$ cat config.mk
export PLATFORM = sky130hd
export DESIGN_NAME = axis_rx_rr_arbiter
export DESIGN_NICKNAME = d
export VERILOG_FILES = /design/src/rtl/axis_rx_rr_arbiter.sv
export SDC_FILE = /design/constraint.sdc
export NUM_CORES = 1
export LEC_CHECK = 0
export CORE_AREA = 2 2 150 152
export CTS_BUF_LIST = sky130_fd_sc_hd__clkbuf_4
export DETAILED_ROUTE_END_ITERATION = 12
export DIE_AREA = 0 0 152 154
export DONT_BUFFER_PORTS = 1
export PLACE_DENSITY_LB_ADDON = 0.25
export SLEW_MARGIN = 15
export SYNTH_ARGS = -nofsm -noshare
export SYNTH_HDL_FRONTEND = slang
export SYNTH_SLANG_ARGS = --single-unit
$ cat constraint.sdc
create_clock -name clk -period 2.95 [get_ports clk]
set_clock_uncertainty 0.1 [all_clocks]
set_input_delay 0.59 -clock clk [delete_from_list [all_inputs] [get_ports clk]]
set_output_delay 0.59 -clock clk [all_outputs]
set_load 0.02 [all_outputs]
$ cat src/rtl/axis_rx_rr_arbiter.sv
// Packet-granular round-robin arbiter merging NUM_SRC AXI-Stream RX sources
// onto one registered output; m_tid carries the winning source index.
module axis_rx_rr_arbiter #(
   parameter int DATA_WIDTH = 64,
   parameter int NUM_SRC    = 4
) (
   input  logic                            clk,
   input  logic                            rst_n,
   input  logic [NUM_SRC-1:0]              src_en,
   input  logic [NUM_SRC-1:0]              s_tvalid,
   input  logic [NUM_SRC*DATA_WIDTH-1:0]   s_tdata,
   input  logic [NUM_SRC*DATA_WIDTH/8-1:0] s_tkeep,
   input  logic [NUM_SRC-1:0]              s_tlast,
   output logic [NUM_SRC-1:0]              s_tready,
   output logic                            m_tvalid,
   output logic [DATA_WIDTH-1:0]           m_tdata,
   output logic [DATA_WIDTH/8-1:0]         m_tkeep,
   output logic                            m_tlast,
   output logic [$clog2(NUM_SRC)-1:0]      m_tid,
   input  logic                            m_tready,
   output logic                            busy
);

   localparam int KW = DATA_WIDTH / 8;
   localparam int IW = $clog2(NUM_SRC);

   // Handshake: a beat moves on a port when its tvalid and tready are both
   // high at a rising clk edge; tvalid never waits on tready.
   typedef enum logic {IDLE = 1'b0, BUSY = 1'b1} state_t;

   state_t            state_q, state_d;
   logic [IW-1:0]     grant_q, grant_d;
   logic [IW-1:0]     rr_ptr_q, rr_ptr_d;
   logic              m_tvalid_q, m_tvalid_d;
   logic [DATA_WIDTH-1:0] m_tdata_q, m_tdata_d;
   logic [KW-1:0]     m_tkeep_q, m_tkeep_d;
   logic              m_tlast_q, m_tlast_d;
   logic [IW-1:0]     m_tid_q, m_tid_d;

   logic [NUM_SRC-1:0] req;
   logic               sel_found;
   logic [IW-1:0]      sel_idx;
   logic [IW-1:0]      cand;
   logic               out_rdy;
   logic               accept;
   logic [NUM_SRC-1:0] s_tready_c;

   assign req     = s_tvalid & src_en;
   assign out_rdy = !m_tvalid_q || m_tready;

   // First requester strictly after rr_ptr, wrapping modulo NUM_SRC.
   always_comb begin
      sel_found = 1'b0;
      sel_idx   = '0;
      cand      = '0;
      for (int k = 1; k <= NUM_SRC; k++) begin
         cand = IW'((int'(rr_ptr_q) + k) % NUM_SRC);
         if (!sel_found && req[cand]) begin
            sel_found = 1'b1;
            sel_idx   = cand;
         end
      end
   end

   always_comb begin
      s_tready_c = '0;
      accept     = 1'b0;
      if (state_q == BUSY) begin
         s_tready_c[grant_q] = out_rdy;
         accept              = s_tvalid[grant_q] && out_rdy;
      end
   end

   always_comb begin
      state_d  = state_q;
      grant_d  = grant_q;
      rr_ptr_d = rr_ptr_q;
      case (state_q)
         IDLE: begin
            if (sel_found) begin
               grant_d = sel_idx;
               state_d = BUSY;
            end
         end
         BUSY: begin
            if (accept && s_tlast[grant_q]) begin
               state_d  = IDLE;
               rr_ptr_d = grant_q;
            end
         end
         default: state_d = IDLE;
      endcase
   end

   always_comb begin
      m_tvalid_d = m_tvalid_q;
      m_tdata_d  = m_tdata_q;
      m_tkeep_d  = m_tkeep_q;
      m_tlast_d  = m_tlast_q;
      m_tid_d    = m_tid_q;
      if (accept) begin
         m_tvalid_d = 1'b1;
         m_tdata_d  = s_tdata[grant_q*DATA_WIDTH +: DATA_WIDTH];
         m_tkeep_d  = s_tkeep[grant_q*KW +: KW];
         m_tlast_d  = s_tlast[grant_q];
         m_tid_d    = grant_q;
      end else if (m_tready) begin
         m_tvalid_d = 1'b0;
      end
   end

   always_ff @(posedge clk or negedge rst_n) begin
      if (!rst_n) begin
         state_q    <= IDLE;
         grant_q    <= '0;
         rr_ptr_q   <= IW'(NUM_SRC - 1);
         m_tvalid_q <= 1'b0;
         m_tdata_q  <= '0;
         m_tkeep_q  <= '0;
         m_tlast_q  <= 1'b0;
         m_tid_q    <= '0;
      end else begin
         state_q    <= state_d;
         grant_q    <= grant_d;
         rr_ptr_q   <= rr_ptr_d;
         m_tvalid_q <= m_tvalid_d;
         m_tdata_q  <= m_tdata_d;
         m_tkeep_q  <= m_tkeep_d;
         m_tlast_q  <= m_tlast_d;
         m_tid_q    <= m_tid_d;
      end
   end

   assign s_tready = s_tready_c;
   assign m_tvalid = m_tvalid_q;
   assign m_tdata  = m_tdata_q;
   assign m_tkeep  = m_tkeep_q;
   assign m_tlast  = m_tlast_q;
   assign m_tid    = m_tid_q;
   assign busy     = (state_q == BUSY);

endmodule

==> reports/metrics.cfg <==
[critical_path]
setup.worst_path.end=s_tready[0]
cp-start-kind=flop
crit_required_ns=2.26
worstRegToRegCells=4
arrival_ns=1.84
crit_path_start=m_tvalid$_DFFE_PN0P_
reg2reg_setup_slack_ns=0.50
critical_path_class=reg2out
r2r_start=grant_q[1]$_DFFE_PN0P_
cp_max_fo=5
crit_path_end_kind=primary output
reg2reg_to=rr_ptr_q[0]$_DFFE_PN1P_

[logic_synthesis]
yosys_most_used_dff=dfrtp_1
ys_warn_count=0
netlist.area_leader.share_pct=39.8
synth_area_sq_um=4970
ys_ff_latch=81
synthDistinctLibCells=32
ys_top_cells_by_area=dfrtp_1 (40%), mux4_2 (34%), mux2_2 (11%)
synth_top_cells_by_count=dfrtp_1 (79), mux4_2 (74), mux2_2 (48)
synthCells=297
syn_area_per_cell_sq_um=16.7
synth_fp_nets=600
synth-edff-count=0
async_reset_ff_share_pct=100
synth_area_leader_cell=dfrtp_1
yosysSeqAreaShare_pct=40.9
yosysMostFrequentCell=dfrtp_1

[clock_network]
clk_latency_ns=0.45
clkSlewWorstSetupHoldPaths_ns=0.14
cts_buffer_depth=2
cts_resized=0
cts_tree=built
h-tree-depth=3
cts_setup_buffers=0
clock-sinks=81
clockRootBuffer=clkbuf_4
numCtsBuffers=9

[route]
drc=0
routed_wl_um=14100
viasPerCell=5.11
antenna_left=0
vias=2932
drt_first_iter_violations=209
wl_per_cell_um=24.6
firstDrtPassIters=4

[floorplan]
rows=54
dieArea_sq_um=23400
fp.dieH_um=154
start_util_pct=22.9
die_x_um=152
pin_count=384
core_sq_um=21700

[flow_run]
maxCapViolCount=0

[placement]
post-place-ws_ns=0.465
place_hpwl_um=11100
port_buffers=0
place_inst=556
gp_congestion=0.840

[pwr]
powerDensity_nw_per_um2=1230
leakage_nw=2.01
ir_drop_mv=0.538

[global_routing]
overflow=0
grt_max_degree=82
grt_use_total_pct=11.7
grt_pass1_wl_um=20800
grt_pass1_vias=3453
antenna_found_initial=3

[min_path]
hold_path.class=in2reg
hold_depth=2

[timing]
rsz0062_at_grt=no
tns_ns=0
layout_setup_ws_ns=0.418
setup_violations=0
timing_worst_slew_pin_value_ns=0.663
period_minus_slack_ns=2.53
finalCritPeriodShare_pct=85.8
fmax_mhz=395
hold_violations=0
relSlewSlack_pct=55.5
slew_viol_final=0

[layout]
drive_gt1_share_pct=54.1
layoutNonFillerInstCount=574
register_area_sq_um=2040
nNetsFinal=592
synthToLayoutAreaGrowth_pct=9.04
nFillCells=2211
multi_input_area_sq_um=2750

[outcome]
status=complete, no violations

-- worst min path at each step --
stage,start,to,slack [ns]
CTS,s_tvalid[1],m_tid[0]$_DFFE_PN0P_,0.19
global placement,rst_n,m_tdata[25]$_DFFE_PN0P_,0.20
detailed placement,rst_n,m_tdata[25]$_DFFE_PN0P_,0.20
global route,s_tvalid[1],m_tid[0]$_DFFE_PN0P_,0.21
floorplan,rst_n,busy$_DFF_PN0_,0.19
finish,s_tvalid[1],m_tid[0]$_DFFE_PN0P_,0.24
-- worst max-delay path, cell delays in order (launching register included) --
cell and delay, ns:
dfrtp_1 0.49, nand2b_1 0.28, nand2_1 0.11, nor3_1 0.54
-- area by class of cell --
type / count / area share, %
clock inverter: 4 / 1.29
timing repair buffer: 8 / 2.22
inverter: 2 / 0.139
clock buffer: 10 / 1.39
multi-input combinational: 187 / 50.8
sequential: 81 / 37.6
tap: 280 / 6.47
antenna: 2 / 0.0924
-- timing repair --
action / 4_1_cts / 5_1_grt
hold buffers: 2 / 0
setup endpoints to repair: 0 / 0
hold endpoints to repair: 81 / 0
-- placed cells by master (no fill, tap or decap), types with 2 or more instances in the layout --
cell type  instances
dfstp_2            2
a22oi_1            2
mux4_2            74
dfrtp_4            2
dfrtp_1           77
a21oi_1            3
clkinv_2           2
bufinv_16          2
mux2_1            15
mux2_2            48
buf_12             3
buf_4              3
clkbuf_4          10
nand2_1           12
nor2_1             4
o21ai_0            4
inv_1              2
nand3_1            2
mux2_4            10
diode_2            2
nor3_1             2
-- kinds of logic (layout without fill, tap and decap cells) --
logic type | Yosys count | after routing | share of synthesized area, %
mux | 148 | 148 | 51.1
buf+inv | 29 | 24 | 3.90
compound gates | 15 | 15 | 1.96
other cells | 0 | 2 | 0
simple gates | 24 | 24 | 2.22
flops | 81 | 81 | 40.9
-- metal layers --
metal | up-vias | routed length [um] | GRT usage, %
li1 | 1190 | - | -
met1 | 1488 | 4790 | 12.2
met2 | 242 | 7790 | 21.5
met3 | 10 | 1350 | 4.76
met4 | 2 | 155 | 3.52
met5 | - | 16 | 0
-- metrics by stage --
stage	hold slack [ns]	cell area, sq um	util [%]	power [W]
finish	0.238	5420	25.0	0.00665
floorplan	0.194	4970	-	0.00546
detailed placement	0.197	5230	24.1	0.00598
global route	0.211	5420	25.0	0.00710
global placement	0.198	5230	24.1	0.00589
CTS	0.189	5410	25.0	0.00679
-- registers in the layout (all words and copies together) (netlist names) --
| name | count |
|---|---|
| m_tdata | 64 |
| m_tkeep | 8 |
| grant_q | 2 |
| m_tid | 2 |
| rr_ptr_q | 2 |
| busy | 1 |
| m_tlast | 1 |
| m_tvalid | 1 |
-- power by group --
group / internal, W / switching, W / leakage, nW
Sequential: 0.00172 / 0.00128 / 0.945
Clock: 0.000342 / 0.000399 / 0.0821
Combinational: 0.00182 / 0.00109 / 0.980
No activity file was read; power rests on OpenSTA's default activity.
